[src/rtl/vram_draw_pkg.sv]
// ============================================================================
//  Module   : vram_draw_pkg
//  Purpose  : Shared constants and types for the VRAM draw controller slice.
//  Revision : 1.0 - initial release
// ============================================================================
`default_nettype none

package vram_draw_pkg;

    localparam int DEF_DISPLAY_WIDTH  = 240;
    localparam int DEF_DISPLAY_HEIGHT = 320;
    localparam int DEF_COLOR_W        = 16;
    localparam int DEF_BRUSH_MAX      = 3;
    localparam logic [DEF_COLOR_W-1:0] COLOR_BLACK = 16'h0000;

    localparam int VRAM_L   = DEF_DISPLAY_WIDTH * DEF_DISPLAY_HEIGHT;
    localparam int ADDR_W   = $clog2(VRAM_L);
    localparam int X_W      = $clog2(DEF_DISPLAY_WIDTH);
    localparam int Y_W      = $clog2(DEF_DISPLAY_HEIGHT);
    // One extra bit so centre+offset can go negative without wrapping.
    localparam int OFF_W    = ((X_W > Y_W) ? X_W : Y_W) + 1;
    localparam int RADIUS_W = $clog2(DEF_BRUSH_MAX + 1);

    typedef logic [X_W-1:0]          coord_x_t;
    typedef logic [Y_W-1:0]          coord_y_t;
    typedef logic signed [OFF_W-1:0] brush_off_t;
    typedef logic [ADDR_W-1:0]       vram_addr_t;
    typedef logic [RADIUS_W-1:0]     radius_t;

    typedef struct packed {
        logic     valid;
        coord_x_t x;
        coord_y_t y;
    } touch_t;

    typedef enum logic [1:0] {
        S_CLEARING = 2'd0,
        S_IDLE     = 2'd1,
        S_BRUSH    = 2'd2
    } draw_state_t;

endpackage

`default_nettype wire

[src/rtl/vram_draw_controller_if.sv]
// ============================================================================
//  Module   : vram_draw_controller_if
//  Purpose  : Block-RAM write port bundle between draw controller and VRAM.
//  Revision : 1.0 - initial release
// ============================================================================
`default_nettype none

interface vram_draw_controller_if #(
    parameter int ADDR_W  = vram_draw_pkg::ADDR_W,
    parameter int COLOR_W = vram_draw_pkg::DEF_COLOR_W
);
    logic               wr_ena;
    logic [ADDR_W-1:0]  wr_addr;
    logic [COLOR_W-1:0] wr_data;

    modport master (output wr_ena, output wr_addr, output wr_data);
    modport slave  (input  wr_ena, input  wr_addr, input  wr_data);
endinterface

`default_nettype wire

[src/rtl/brush_scanner.sv]
// ============================================================================
//  Module   : brush_scanner
//  Purpose  : Walks the (2r+1)^2 brush cells, flags clipped cells and forms
//             the linear VRAM address of the next cell to be written.
//  Revision : 1.0 - initial release
// ============================================================================
`default_nettype none

module brush_scanner
    import vram_draw_pkg::*;
#(
    parameter int DISPLAY_WIDTH  = DEF_DISPLAY_WIDTH,
    parameter int DISPLAY_HEIGHT = DEF_DISPLAY_HEIGHT
) (
    input  wire logic clk,
    input  wire logic rst_n,
    input  wire logic start,
    input  wire logic step,
    input  coord_x_t  cx_in,
    input  coord_y_t  cy_in,
    input  radius_t   radius_in,
    output logic      cell_valid,
    output vram_addr_t cell_addr,
    output logic      last
);

    coord_x_t   r_cx;
    coord_y_t   r_cy;
    radius_t    r_rad;
    brush_off_t r_dx;
    brush_off_t r_dy;
    logic       r_last;

    coord_x_t   w_cx;
    coord_y_t   w_cy;
    brush_off_t w_rad;
    brush_off_t w_dx;
    brush_off_t w_dy;
    brush_off_t w_px;
    brush_off_t w_py;
    logic       w_last;

    // Outputs describe the cell that the next clock edge will present.
    always_comb begin
        w_cx  = start ? cx_in : r_cx;
        w_cy  = start ? cy_in : r_cy;
        w_rad = brush_off_t'(start ? radius_in : r_rad);
        if (start) begin
            w_dx = -w_rad;
            w_dy = -w_rad;
        end else if (r_dx == w_rad) begin
            w_dx = -w_rad;
            w_dy = r_dy + brush_off_t'(1);
        end else begin
            w_dx = r_dx + brush_off_t'(1);
            w_dy = r_dy;
        end
        w_px   = brush_off_t'(w_cx) + w_dx;
        w_py   = brush_off_t'(w_cy) + w_dy;
        w_last = (w_dx == w_rad) && (w_dy == w_rad);
    end

    assign cell_valid = !w_px[OFF_W-1] && (w_px < brush_off_t'(DISPLAY_WIDTH)) &&
                        !w_py[OFF_W-1] && (w_py < brush_off_t'(DISPLAY_HEIGHT));
    assign cell_addr  = vram_addr_t'($unsigned(w_py)) * vram_addr_t'(DISPLAY_WIDTH) +
                        vram_addr_t'($unsigned(w_px));
    assign last       = r_last;

    always_ff @(posedge clk or negedge rst_n) begin
        if (!rst_n) begin
            r_cx   <= '0;
            r_cy   <= '0;
            r_rad  <= '0;
            r_dx   <= '0;
            r_dy   <= '0;
            r_last <= 1'b0;
        end else if (start || step) begin
            r_cx   <= w_cx;
            r_cy   <= w_cy;
            r_rad  <= radius_t'(w_rad);
            r_dx   <= w_dx;
            r_dy   <= w_dy;
            r_last <= w_last;
        end
    end

endmodule

`default_nettype wire

[src/rtl/vram_draw_controller.sv]
// ============================================================================
//  Module   : vram_draw_controller
//  Purpose  : VRAM write-side controller: frame clear plus clipped square
//             brush painting. Build option VRAM_DRAW_DEDUP_EN suppresses
//             repaints of an identical consecutive brush.
//  Revision : 1.0 - initial release
// ============================================================================
`default_nettype none

module vram_draw_controller
    import vram_draw_pkg::*;
#(
    parameter int DISPLAY_WIDTH  = DEF_DISPLAY_WIDTH,
    parameter int DISPLAY_HEIGHT = DEF_DISPLAY_HEIGHT,
    parameter int COLOR_W        = DEF_COLOR_W,
    parameter int BRUSH_MAX      = DEF_BRUSH_MAX,
    parameter logic [COLOR_W-1:0] CLEAR_COLOR = COLOR_BLACK
) (
    input  wire logic                           clk,
    input  wire logic                           rst_n,
    input  touch_t                              touch,
    input  wire logic [COLOR_W-1:0]             brush_color,
    input  wire logic [$clog2(BRUSH_MAX+1)-1:0] brush_radius,
    input  wire logic                           clear_req,
    vram_draw_controller_if.master              vram,
    output logic                                busy,
    output logic                                clear_done
);

    localparam vram_addr_t c_vram_l = vram_addr_t'(DISPLAY_WIDTH * DISPLAY_HEIGHT);

    draw_state_t        r_state;
    vram_addr_t         r_clr_cnt;
    logic               r_clr_pend;
    logic [COLOR_W-1:0] r_color;

    radius_t    w_radius;
    logic       w_touch_ok;
    logic       w_dup;
    logic       w_accept;
    logic       w_step;
    logic       w_cell_valid;
    vram_addr_t w_cell_addr;
    logic       w_last;

    assign w_radius   = (int'(brush_radius) > BRUSH_MAX) ? radius_t'(BRUSH_MAX)
                                                         : radius_t'(brush_radius);
    assign w_touch_ok = touch.valid && (int'(touch.x) < DISPLAY_WIDTH) &&
                        (int'(touch.y) < DISPLAY_HEIGHT);
    assign w_accept   = (r_state == S_IDLE) && !clear_req && w_touch_ok && !w_dup;
    assign w_step     = (r_state == S_BRUSH) && !w_last;

`ifdef VRAM_DRAW_DEDUP_EN
    logic               r_hist_vld;
    coord_x_t           r_hist_x;
    coord_y_t           r_hist_y;
    logic [COLOR_W-1:0] r_hist_color;
    radius_t            r_hist_rad;
    logic               w_clr_start;

    assign w_clr_start = ((r_state == S_IDLE) && clear_req) ||
                         ((r_state == S_BRUSH) && w_last && (r_clr_pend || clear_req));
    assign w_dup = r_hist_vld && (touch.x == r_hist_x) && (touch.y == r_hist_y) &&
                   (brush_color == r_hist_color) && (w_radius == r_hist_rad);

    always_ff @(posedge clk or negedge rst_n) begin
        if (!rst_n) begin
            r_hist_vld   <= 1'b0;
            r_hist_x     <= '0;
            r_hist_y     <= '0;
            r_hist_color <= '0;
            r_hist_rad   <= '0;
        end else if (w_accept) begin
            r_hist_vld   <= 1'b1;
            r_hist_x     <= touch.x;
            r_hist_y     <= touch.y;
            r_hist_color <= brush_color;
            r_hist_rad   <= w_radius;
        end else if (w_clr_start) begin
            r_hist_vld   <= 1'b0;
        end
    end
`else
    assign w_dup = 1'b0;
`endif

    brush_scanner #(
        .DISPLAY_WIDTH  (DISPLAY_WIDTH),
        .DISPLAY_HEIGHT (DISPLAY_HEIGHT)
    ) u_scanner (
        .clk        (clk),
        .rst_n      (rst_n),
        .start      (w_accept),
        .step       (w_step),
        .cx_in      (touch.x),
        .cy_in      (touch.y),
        .radius_in  (w_radius),
        .cell_valid (w_cell_valid),
        .cell_addr  (w_cell_addr),
        .last       (w_last)
    );

    always_ff @(posedge clk or negedge rst_n) begin
        if (!rst_n) begin
            r_state      <= S_CLEARING;
            r_clr_cnt    <= '0;
            r_clr_pend   <= 1'b0;
            r_color      <= CLEAR_COLOR;
            vram.wr_ena  <= 1'b0;
            vram.wr_addr <= '0;
            vram.wr_data <= CLEAR_COLOR;
            busy         <= 1'b1;
            clear_done   <= 1'b0;
        end else begin
            clear_done <= 1'b0;
            case (r_state)
                S_CLEARING: begin
                    r_clr_pend <= 1'b0;
                    if (r_clr_cnt == c_vram_l) begin
                        vram.wr_ena <= 1'b0;
                        clear_done  <= 1'b1;
                        busy        <= 1'b0;
                        r_state     <= S_IDLE;
                    end else begin
                        vram.wr_ena  <= 1'b1;
                        vram.wr_addr <= r_clr_cnt;
                        vram.wr_data <= CLEAR_COLOR;
                        r_clr_cnt    <= r_clr_cnt + vram_addr_t'(1);
                    end
                end
                S_IDLE: begin
                    vram.wr_ena <= 1'b0;
                    busy        <= 1'b0;
                    if (clear_req) begin
                        r_state    <= S_CLEARING;
                        r_clr_cnt  <= '0;
                        r_clr_pend <= 1'b0;
                        busy       <= 1'b1;
                    end else if (w_accept) begin
                        // First cell is registered here so it shows one cycle after acceptance.
                        r_state      <= S_BRUSH;
                        r_color      <= brush_color;
                        busy         <= 1'b1;
                        vram.wr_ena  <= w_cell_valid;
                        vram.wr_addr <= w_cell_addr;
                        vram.wr_data <= brush_color;
                    end
                end
                S_BRUSH: begin
                    if (!w_last) begin
                        vram.wr_ena  <= w_cell_valid;
                        vram.wr_addr <= w_cell_addr;
                        vram.wr_data <= r_color;
                        if (clear_req) begin
                            r_clr_pend <= 1'b1;
                        end
                    end else begin
                        vram.wr_ena <= 1'b0;
                        if (r_clr_pend || clear_req) begin
                            r_state    <= S_CLEARING;
                            r_clr_cnt  <= '0;
                            r_clr_pend <= 1'b0;
                        end else begin
                            r_state <= S_IDLE;
                            busy    <= 1'b0;
                        end
                    end
                end
                default: begin
                    r_state   <= S_CLEARING;
                    r_clr_cnt <= '0;
                    busy      <= 1'b1;
                end
            endcase
        end
    end

endmodule

`default_nettype wire

[src/flat_wrapper.sv]
// flat-port wrapper written by rule: the top's interface ports become plain ports
module vram_draw_controller_flat import vram_draw_pkg::*;
#(
    parameter int DISPLAY_WIDTH  = DEF_DISPLAY_WIDTH,
    parameter int DISPLAY_HEIGHT = DEF_DISPLAY_HEIGHT,
    parameter int COLOR_W        = DEF_COLOR_W,
    parameter int BRUSH_MAX      = DEF_BRUSH_MAX,
    parameter logic [COLOR_W-1:0] CLEAR_COLOR = COLOR_BLACK
)
  (clk, rst_n, touch, brush_color, brush_radius, clear_req, busy, clear_done, vram_wr_ena, vram_wr_addr, vram_wr_data);
  vram_draw_controller_if #(.COLOR_W(COLOR_W)) vram_i ();
  input  wire logic clk;
  input  wire logic rst_n;
  input  touch_t touch;
  input  wire logic [COLOR_W-1:0] brush_color;
  input  wire logic [$clog2(BRUSH_MAX+1)-1:0] brush_radius;
  input  wire logic clear_req;
  output logic busy;
  output logic clear_done;
  output wire logic [$bits(vram_i.wr_ena)-1:0] vram_wr_ena;
  output wire logic [$bits(vram_i.wr_addr)-1:0] vram_wr_addr;
  output wire logic [$bits(vram_i.wr_data)-1:0] vram_wr_data;
  assign vram_wr_ena = vram_i.wr_ena;
  assign vram_wr_addr = vram_i.wr_addr;
  assign vram_wr_data = vram_i.wr_data;
  vram_draw_controller #(.DISPLAY_WIDTH(DISPLAY_WIDTH), .DISPLAY_HEIGHT(DISPLAY_HEIGHT), .COLOR_W(COLOR_W), .BRUSH_MAX(BRUSH_MAX), .CLEAR_COLOR(CLEAR_COLOR)) u_core (.clk(clk), .rst_n(rst_n), .touch(touch), .brush_color(brush_color), .brush_radius(brush_radius), .clear_req(clear_req), .vram(vram_i), .busy(busy), .clear_done(clear_done));
endmodule
[config.mk]
export PLATFORM = sky130hd
export DESIGN_NAME = vram_draw_controller_flat
export DESIGN_NICKNAME = d
export VERILOG_FILES = /design/src/rtl/vram_draw_pkg.sv /design/src/rtl/vram_draw_controller_if.sv /design/src/rtl/brush_scanner.sv /design/src/rtl/vram_draw_controller.sv /design/src/flat_wrapper.sv
export SDC_FILE = /design/constraint.sdc
export NUM_CORES = 1
export LEC_CHECK = 0
export CORE_AREA = 3 3 182 184
export CTS_BUF_LIST = sky130_fd_sc_hd__clkbuf_16
export DETAILED_ROUTE_END_ITERATION = 8
export DIE_AREA = 0 0 185 187
export SETUP_SLACK_MARGIN = 0.1
export SYNTH_ARGS = -nofsm -noshare
export SYNTH_HDL_FRONTEND = slang
export SYNTH_SLANG_ARGS = --single-unit
[constraint.sdc]
create_clock -name clk -period 7.9 [get_ports clk]
set_input_delay 1.58 -clock clk [delete_from_list [all_inputs] [get_ports clk]]
set_output_delay 1.58 -clock clk [all_outputs]
set_load 0.05 [all_outputs]
==> flow_metrics.tcl, run 1 <==
set metrics [dict create \
    status "complete, no violations" \
    dieWidth_um 185 \
    dr.first_iter.drc_count 462 \
    cts_tree "built" \
    grt_max_degree 74 \
    antenna_found_initial 0 \
    endpoint "u_core.vram.wr_addr[15]" \
    io_pins 75 \
    fmaxAchievable_ghz 0.134 \
    num_vias 6426 \
    postRouteAntennaNets 0 \
    critical-path-max-stage-delay_ns 0.56 \
    yosys_warnings 0 \
    synth_edf_count 0 \
    wl_mm 20.1 \
    worst_pin_slew_ns 1.16 \
    num_antenna_cells 0 \
    yosys.area.top_type "dfrtp_1" \
    required_ns 8.14 \
    fill_cells 3316 \
    synth_area_um2 7840 \
    synth_common_cells "173 x nand2_1, 111 x dfrtp_1, 65 x inv_1" \
    cts_root_buf "clkbuf_16" \
    finalSetupViolCount 0 \
    yosys.cell_count.top_type "nand2_1" \
    crit_arrival_ns 7.70 \
    num-nets-final 1078 \
    ff2ff_path_depth 28 \
    crit_start "touch[13]" \
    drc_errors 0 \
    syn_to_final_growth_pct 22.5 \
    viasPerCell 4.66 \
    clock_latency_ns 0.37 \
    cts.sinks 112 \
    worst_hold_slack_ns 0.472 \
    grt_pass1_vias 6262 \
    crit_type "in -> reg" \
    yosys.area.top_type_share_pct 35.4 \
    fp.dieH_um 187 \
    stdcell_area_um2 9600 \
    r2r_start "u_core.r_state[1]" \
    core-area_um2 31600 \
    synth_flop_cell "dfrtp_1" \
    hold_viol_final 0 \
    cts.path.max_buffers 2 \
    track_usage_pct 11.6 \
    grt_pass1_wl_mm 32.8 \
    ys_seq_elements 112 \
    start_kind "input pin" \
    fin_util_pct 30.4 \
    dp_hpwl_mm 15.2 \
    fin_worst_skew_ns 0.0155 \
    rsz0062_at_grt "false" \
    synth_area_per_cell_um2 8.81 \
    layout.cells.non_filler 1378 \
    routabilityCongestion 0.834 \
    placedInstanceArea_um2 9170 \
    finalCritPeriodShare_pct 94.4 \
    seq_area_frac_synth_pct 35.8 \
    regToRegSetupSlack_ns 1.49 \
    die_area_um2 34600 \
    slew_violations 0 \
    path_max_fanout 9 \
    synthArstFlopShare_pct 100 \
    initial_utilization_pct 24.8 \
    min_period_ns 7.46 \
    synth_area_leaders "dfrtp_1 35%, ha_1 8.6%, nand2_1 8.3%" \
    netlist_instances 889 \
    cts_buffers 9 \
    cp_slowest_cell "fa_1" \
    cp_common_cell "ha_1" \
    htreeDepth 3 \
    hold_class "reg -> reg" \
    drive_gt1_share_pct 9.43 \
    grt-ovfl-total 0 \
    port_buffers 74 \
    rows 65 \
    synth_nets 996 \
    r2r-end "u_core.vram.wr_addr[15]" \
    worstSetupEndpointType "register" \
    maxCapViolations 0 \
    yosysUniqueCellTypes 70 \
    max_slew_margin_pct 22.6 \
    path_clk_slew_ns 0.09 \
    dp_cells 1360 \
    drtPass1Iterations 5 \
    wl_per_cell_um 14.6 \
]
-- per-stage QoR --
step,setup TNS (ns),setup slack [ns]
6_report,0,0.441
5_1_grt,0,0.0687
4_1_cts,0,0.357
3_5_place_dp,-0.0577,-0.0315
3_3_place_gp,0,0.0747
2_1_floorplan,0,0.472
-- worst min path at each step --
stage,start,endpoint,cells after the start
final,u_core.u_scanner.r_cy[4],u_core.u_scanner.r_cy[4],2
after global placement,u_core.u_scanner.r_cy[1],u_core.u_scanner.r_cy[1],2
after global routing,u_core.u_scanner.r_cy[8],u_core.u_scanner.r_cy[8],2
after detailed placement,u_core.u_scanner.r_cy[4],u_core.u_scanner.r_cy[4],2
after floorplan,u_core.u_scanner.r_cx[0],u_core.u_scanner.r_cx[0],2
after CTS,u_core.u_scanner.r_cy[4],u_core.u_scanner.r_cy[4],2
-- layout by cell type (no fill, tap or decap), types with 4 or more instances in the layout --
master / Yosys / layout
a21o_1: 11 / 11
a21oi_1: 48 / 47
a22oi_1: 18 / 18
a31oi_1: 6 / 4
and2_1: 4 / 4
and3_1: 8 / 8
buf_4: 0 / 34
clkbuf_16: 0 / 9
clkdlybuf4s50_1: 0 / 73
clkinv_8: 0 / 4
dfrtp_1: 111 / 111
fa_1: 14 / 14
ha_1: 54 / 54
inv_1: 65 / 65
mux2_2: 17 / 17
mux2i_1: 14 / 13
nand2_1: 173 / 172
nand2b_1: 7 / 7
nand3_1: 18 / 17
nand4_1: 10 / 10
nor2_1: 33 / 32
nor2b_1: 12 / 12
nor3_1: 15 / 13
o21a_1: 5 / 5
o21ai_0: 46 / 43
o21ai_1: 2 / 5
o21bai_1: 5 / 5
o22a_1: 8 / 8
o31ai_1: 17 / 17
or3_1: 11 / 11
or4_1: 4 / 4
xnor2_1: 40 / 40
xor2_1: 21 / 21
-- worst max-delay path, delay by kind of cell --
family / cells / cell delay (ns)
buffers and inverters: 4 / 0.99
and+or+nand+nor: 5 / 1.00
AOI/OAI and AO/OA: 11 / 2.02
xor gates and xnor gates: 1 / 0.19
adders and majority gates: 4 / 1.56
muxes: 2 / 0.35
-- logic make-up after synthesis --
family / share of synthesized area [%]
adders and majority gates: 12.3
DFF: 35.8
muxes: 4.23
xor gates and xnor gates: 6.82
buffers and inverters: 5.11
AOI/OAI and AO/OA: 17.1
and+or+nand+nor: 18.6
-- registers in the layout, indices dropped and copies added (netlist names) --
name and count:
u_core.r_clr_cnt 17, u_core.vram.wr_addr 17, u_core.r_color 16, u_core.vram.wr_data 16
u_core.u_scanner.r_dx 10, u_core.u_scanner.r_dy 10, u_core.u_scanner.r_cy 9, u_core.u_scanner.r_cx 8
u_core.r_state 2, u_core.u_scanner.r_rad 2, u_core.busy 1, u_core.clear_done 1
u_core.r_clr_pend 1, u_core.u_scanner.last 1, u_core.vram.wr_ena 1
-- routing by layer --
layer / up-vias / global-route usage [%] / wire length (um)
met5: - / 0 / 0
met2: 125 / 18.1 / 8950
met1: 3042 / 16.5 / 10100
met3: 19 / 2.29 / 831
li1: 3240 / - / -
met4: 0 / 2.83 / 236
-- area by class of cell --
| class | instances | area (um2) | area share [%] |
|---|---|---|---|
| clock buffers | 9 | 225 | 2.35 |
| clock inverters | 7 | 101 | 1.06 |
| inverters | 66 | 248 | 2.58 |
| multi-input cells | 675 | 4730 | 49.3 |
| flip-flops and latches | 112 | 2800 | 29.2 |
| well taps | 402 | 503 | 5.24 |
| repair buffers | 107 | 986 | 10.3 |
-- timing repair --
item                       CTS  global route
hold buffers                 0             0
resized for setup            0            20
setup buffers                0             2
setup endpoints to repair    0             7
Power of run 1 is left out: the tool's default activity adds up to more than one toggle a clock period on the data nets, which glitch-free logic cannot reach.
==> inputs of run 2 (changes only) <==
--- a/config.mk
+++ b/config.mk
@@ -5,10 +5,13 @@
 export SDC_FILE = /design/constraint.sdc
 export NUM_CORES = 1
 export LEC_CHECK = 0
+export CELL_PAD_IN_SITES_DETAIL_PLACEMENT = 0
+export CELL_PAD_IN_SITES_GLOBAL_PLACEMENT = 1
 export CORE_AREA = 3 3 182 184
 export CTS_BUF_LIST = sky130_fd_sc_hd__clkbuf_16
 export DETAILED_ROUTE_END_ITERATION = 8
 export DIE_AREA = 0 0 185 187
+export PLACE_DENSITY_LB_ADDON = 0.1
 export SETUP_SLACK_MARGIN = 0.1
 export SYNTH_ARGS = -nofsm -noshare
 export SYNTH_HDL_FRONTEND = slang
==> constraint.sdc (replaced) <==
create_clock -name clk -period 6 [get_ports clk]
set_input_delay 1.2 -clock clk [delete_from_list [all_inputs] [get_ports clk]]
set_output_delay 1.2 -clock clk [all_outputs]
set_load 0.05 [all_outputs]
==> run 2 against run 1 <==
Net effect:
- setup slack worse by 0.72 ns
- die area stayed put
- clock-buffer cell count stayed put
- register-to-register slack worse by 1.6 ns
- the run now ends with setup timing left
- hold slack better by 0.0030 ns
==> flow_metrics.tcl, run 2 (synthesis gave the netlist of run 1 again) <==
set metrics [dict create \
    grt_pass1_vias 7139 \
    rows 65 \
    layout_common_cells "172 x nand2_1, 168 x buf_4, 111 x dfrtp_1" \
    cp_slowest_cell "fa_1" \
    fill_cells 3259 \
    dp_hpwl_mm 17.9 \
    maxCapViolations 0 \
    min_to "u_core.u_scanner.r_cx[3]" \
    clock_latency_ns 0.38 \
    cts_root_buf "clkbuf_16" \
    fin_util_pct 35.7 \
    num_antenna_cells 0 \
    port_buffers 74 \
    dr.first_iter.drc_count 304 \
    cts_buffers 9 \
    setup-tns-final_ns -1.65 \
    fmaxAchievable_ghz 0.159 \
    finalSetupViolCount 8 \
    grt_max_degree 59 \
    core-area_um2 31600 \
    multiInputGateArea_um2 5340 \
    routabilityCongestion 0.767 \
    wl_mm 24.2 \
    cts_tree "built" \
    start_kind "input pin" \
    initial_utilization_pct 24.8 \
    worstSetupEndpointType "register" \
    num-nets-final 1219 \
    track_usage_pct 14.4 \
    drive_gt1_share_pct 29.6 \
    r2r_start "u_core.r_state[1]" \
    path_max_fanout 4 \
    num_vias 7009 \
    critical-path-max-stage-delay_ns 0.54 \
    hold_class "reg -> reg" \
    grt-ovfl-total 0 \
    finalCritPeriodShare_pct 105 \
    min_period_ns 6.28 \
    io_pins 75 \
    whs_path_depth 2 \
    slew_violations 0 \
    cts.path.max_buffers 2 \
    crit_type "in -> reg" \
    grt_pass1_wl_mm 39.4 \
    placedInstanceArea_um2 10400 \
    crit_start "clear_req" \
    drtPass1Iterations 4 \
    fin_worst_skew_ns 0.0102 \
    regToRegSetupSlack_ns -0.06 \
    rsz0062_at_grt "true" \
    r2r-end "u_core.vram.wr_addr[15]" \
    crit_arrival_ns 6.50 \
    wl_per_cell_um 16.0 \
    reg_top3 "u_core.r_clr_cnt (17), u_core.vram.wr_addr (17)" \
    path_clk_slew_ns 0.08 \
    pre_cts_ws_ns -1.25 \
    final_common_cell "nand2_1" \
    syn_to_final_growth_pct 43.9 \
    status "finished with violations" \
    htreeDepth 3 \
    die_area_um2 34600 \
    stdcell_area_um2 11300 \
    regArea_um2 2800 \
    ff2ff_path_depth 30 \
    drc_errors 0 \
    postRouteAntennaNets 0 \
    worst_pin_slew_ns 1.11 \
    viasPerCell 4.62 \
    antenna_found_initial 1 \
    cts.sinks 112 \
    worstHoldStart "u_core.u_scanner.r_cx[3]" \
    violations "setup timing" \
    fp.dieH_um 187 \
    cts_hold_buffers 0 \
    hold_viol_final 0 \
    dieWidth_um 185 \
    required_ns 6.23 \
    max_slew_margin_pct 25.4 \
    layout_setup_ws_ns -0.275 \
]
run 2: cell count changes in the layout (fill, tap and decap cells not counted), moves of 6 or more:
cell and delta:
inv_2 +13, xnor2_1 -14, clkdlybuf4s50_1 -11, ha_1 -14, buf_6 +8, o21ai_2 +8
buf_4 +134, xnor2_2 +9, a21oi_1 -10, a21oi_2 +8, ha_4 +12, buf_2 +6
o21ai_0 -14, inv_1 -13
run 2: worst max path at each step:
| stage | endpoint | cells past startpoint | slack, ns |
|---|---|---|---|
| global placement | u_core.vram.wr_addr[16] | 25 | -1.17 |
| global route | u_core.vram.wr_addr[15] | 29 | -0.66 |
| detailed placement | u_core.vram.wr_addr[16] | 25 | -1.25 |
| finish | u_core.vram.wr_addr[15] | 29 | -0.28 |
| CTS | u_core.vram.wr_addr[15] | 26 | -0.36 |
| floorplan | u_core.vram.wr_addr[16] | 28 | -0.46 |
run 2: worst max-delay path, delay by kind of cell:
family	cells	cell delay [ns]
compound gates	10	1.58
xor+xnor	2	0.23
fa+ha+maj	4	1.33
buf+inv	5	0.42
mux	2	0.48
simple gates	6	1.26
run 2: repair_timing:
action | in CTS | in global routing
resized for setup | 81 | 37
gates cloned | 0 | 0
setup endpoints to repair | 11 | 11
setup buffers | 11 | 12
pin swaps | 37 | 51
run 2: per-stage QoR:
| stage | cells | hold slack (ns) |
|---|---|---|
| global route | 1518 | 0.495 |
| finish | 1518 | 0.475 |
| CTS | 1508 | 0.478 |
| detailed placement | 1482 | 0.458 |
| global placement | 1482 | 0.452 |
| floorplan | 889 | 0.439 |
run 2: layout make-up:
cell class,instances,area share (%)
Tap cell,402,4.46
Inverter,66,2.22
Timing Repair Buffer,248,18.2
Clock buffer,9,2.00
Sequential cell,112,24.9
Multi-Input combinational cell,675,47.3
Clock inverter,6,0.954
run 2: routing by layer:
layer	vias to the layer above	global-route usage [%]	routed length, um
met5	-	0	0
met4	0	4.04	357
met3	18	2.45	949
met2	116	22.6	10900
met1	3346	20.5	12000
li1	3529	-	-
Power of run 2 is left out for the same reason.
==> inputs of run 3 (changes only) <==
--- a/config.mk
+++ b/config.mk
@@ -7,10 +7,10 @@
 export LEC_CHECK = 0
 export CELL_PAD_IN_SITES_DETAIL_PLACEMENT = 0
 export CELL_PAD_IN_SITES_GLOBAL_PLACEMENT = 1
-export CORE_AREA = 3 3 182 184
+export CORE_AREA = 10 10 161 223
 export CTS_BUF_LIST = sky130_fd_sc_hd__clkbuf_16
 export DETAILED_ROUTE_END_ITERATION = 8
-export DIE_AREA = 0 0 185 187
+export DIE_AREA = 0 0 171 233
 export PLACE_DENSITY_LB_ADDON = 0.1
 export SETUP_SLACK_MARGIN = 0.1
 export SYNTH_ARGS = -nofsm -noshare
==> run 3 against run 2 <==
Net effect:
- the flow still finishes with violations (setup timing)
- hold slack worse by 0.00078 ns
- non-clock buffer count up 3
- sequential share of layout area down 0.26 points
- die area up 15%
- via count down 0.66%
- core utilization up 0.33 points
==> flow_metrics.tcl, run 3 (synthesis gave the netlist of run 1 again) <==
set metrics [dict create \
    status "finished with violations" \
    violations "setup timing" \
    crit_family "compound AO/OA/AOI/OAI gates" \
    wl_mm 24.6 \
    dieWidth_um 171 \
    maxCapViolations 0 \
    worstSetupEndpointType "register" \
    rsz0062_at_grt "true" \
    grt_pass1_wl_mm 39.6 \
    final_common_cell "nand2_1" \
    initial_utilization_pct 24.8 \
    reg_top3 "u_core.r_clr_cnt (17), u_core.vram.wr_addr (17)" \
    grt_max_degree 66 \
    port_buffers 74 \
    die_area_um2 39800 \
    routabilityCongestion 0.794 \
    regToRegSetupSlack_ns -0.02 \
    cts_buffers 9 \
    grt-ovfl-total 0 \
    fp.dieH_um 233 \
    drive_gt1_share_pct 30.9 \
    dr.first_iter.drc_count 255 \
    cts.sinks 112 \
    start_kind "input pin" \
    grt_pass1_vias 7293 \
    hold_viol_final 0 \
    r2r_start "u_core.r_state[1]" \
    ff2ff_path_depth 28 \
    core-area_um2 31600 \
    clock_latency_ns 0.38 \
    dp_hpwl_mm 18.9 \
    layout_setup_ws_ns -0.306 \
    fmaxAchievable_ghz 0.159 \
    layout_common_cells "172 x nand2_1, 168 x buf_4, 111 x dfrtp_1" \
    num_antenna_cells 0 \
    cp_num_buf_inv 5 \
    cp_slowest_cell "fa_1" \
    antenna_found_initial 0 \
    num_vias 6963 \
    worst-path-stages 27 \
    finalCritPeriodShare_pct 105 \
    finalSetupViolCount 7 \
    layout.cells.non_filler 1515 \
    syn_to_final_growth_pct 45.4 \
    crit_start "clear_req" \
    setup-tns-final_ns -1.50 \
    track_usage_pct 12.7 \
    crit_type "in -> reg" \
    min_period_ns 6.31 \
    worst_pin_slew_ns 1.16 \
    pre_cts_ws_ns -1.29 \
    drtPass1Iterations 4 \
    rows 77 \
    path_max_fanout 4 \
    slew_violations 0 \
    crit_arrival_ns 6.62 \
    required_ns 6.31 \
    r2r-end "u_core.vram.wr_addr[16]" \
    htreeDepth 3 \
    cts_root_buf "clkbuf_16" \
    cts_tree "built" \
    num-nets-final 1222 \
    dp_cells 1479 \
    cts.path.max_buffers 2 \
    io_pins 75 \
    max_slew_margin_pct 22.3 \
    path_clk_slew_ns 0.09 \
    critical-path-max-stage-delay_ns 0.52 \
    drc_errors 0 \
    viasPerCell 4.60 \
    hold_class "reg -> reg" \
    wl_per_cell_um 16.2 \
    endpoint "u_core.vram.wr_addr[16]" \
    fin_worst_skew_ns 0.0115 \
    postRouteAntennaNets 0 \
]
==> run 3: cell types whose count changed in the layout (fill, tap and decap cells not counted), moves of 2 or more <==
cell        change
o2111ai_1       +2
inv_1           -4
inv_2           +4
bufinv_16       -2
ha_1            -6
nor2b_1         +2
buf_6           +4
mux2i_2         -2
a2111oi_4       +2
clkinvlp_4      +2
a31oi_4         +2
ha_4            +5
nor3_4          +2
==> run 3: stage by stage <==
| stage | hold slack, ns | util [%] | instance area (um2) |
|---|---|---|---|
| after CTS | 0.481 | 35.2 | 11100 |
| final | 0.474 | 36.1 | 11400 |
| after global routing | 0.494 | 36.1 | 11400 |
| after global placement | 0.453 | 33.0 | 10400 |
| after detailed placement | 0.458 | 33.0 | 10400 |
| after floorplan | 0.439 | - | 8180 |
==> run 3: layer usage <==
layer  vias to the layer above  routed length, um  track usage (%)
li1                       3531                  -                -
met1                      3328              10300             14.2
met2                        86              13000             23.5
met3                        18                824             2.32
met4                         0                431             3.92
met5                         -                  0                0
==> run 3: worst min path at each step <==
stage / start / end / slack [ns] / cells after the start
2_1_floorplan: u_core.u_scanner.r_cx[0] / u_core.u_scanner.r_cx[0] / 0.44 / 2
6_report: u_core.u_scanner.r_cx[1] / u_core.u_scanner.r_cx[1] / 0.47 / 2
5_1_grt: u_core.vram.wr_data[12] / u_core.vram.wr_data[12] / 0.49 / 2
4_1_cts: u_core.u_scanner.r_cx[1] / u_core.u_scanner.r_cx[1] / 0.48 / 2
3_5_place_dp: u_core.u_scanner.r_cx[1] / u_core.u_scanner.r_cx[1] / 0.46 / 2
3_3_place_gp: u_core.u_scanner.r_cx[1] / u_core.u_scanner.r_cx[1] / 0.45 / 2
==> run 3: area by class of cell <==
class / count / area, um2
fillers: 3268 / 20200
multi-input cells: 675 / 5450
flip-flops and latches: 112 / 2800
repair buffers: 251 / 2090
well taps: 395 / 494
inverters: 66 / 248
clock buffers: 9 / 225
clock inverters: 7 / 90.1
==> run 3: worst register-to-register path: cells and delay by family, from the launching register on <==
| kind | cells | cell delay, ns |
|---|---|---|
| flip-flops | 1 | 0.39 |
| AND/OR/NAND/NOR | 6 | 1.22 |
| AO/OA/AOI/OAI | 8 | 1.65 |
| XOR/XNOR | 3 | 0.47 |
| adder cells (fa/ha/maj) | 6 | 1.81 |
| buffers and inverters | 5 | 0.42 |
==> run 3: timing repair <==
action	4_1_cts	5_1_grt
setup buffers	17	7
hold buffers	0	0
endpoints found under the setup margin	10	10
resized for setup	93	48
pin swaps	52	56
Power of run 3 is left out for the same reason.
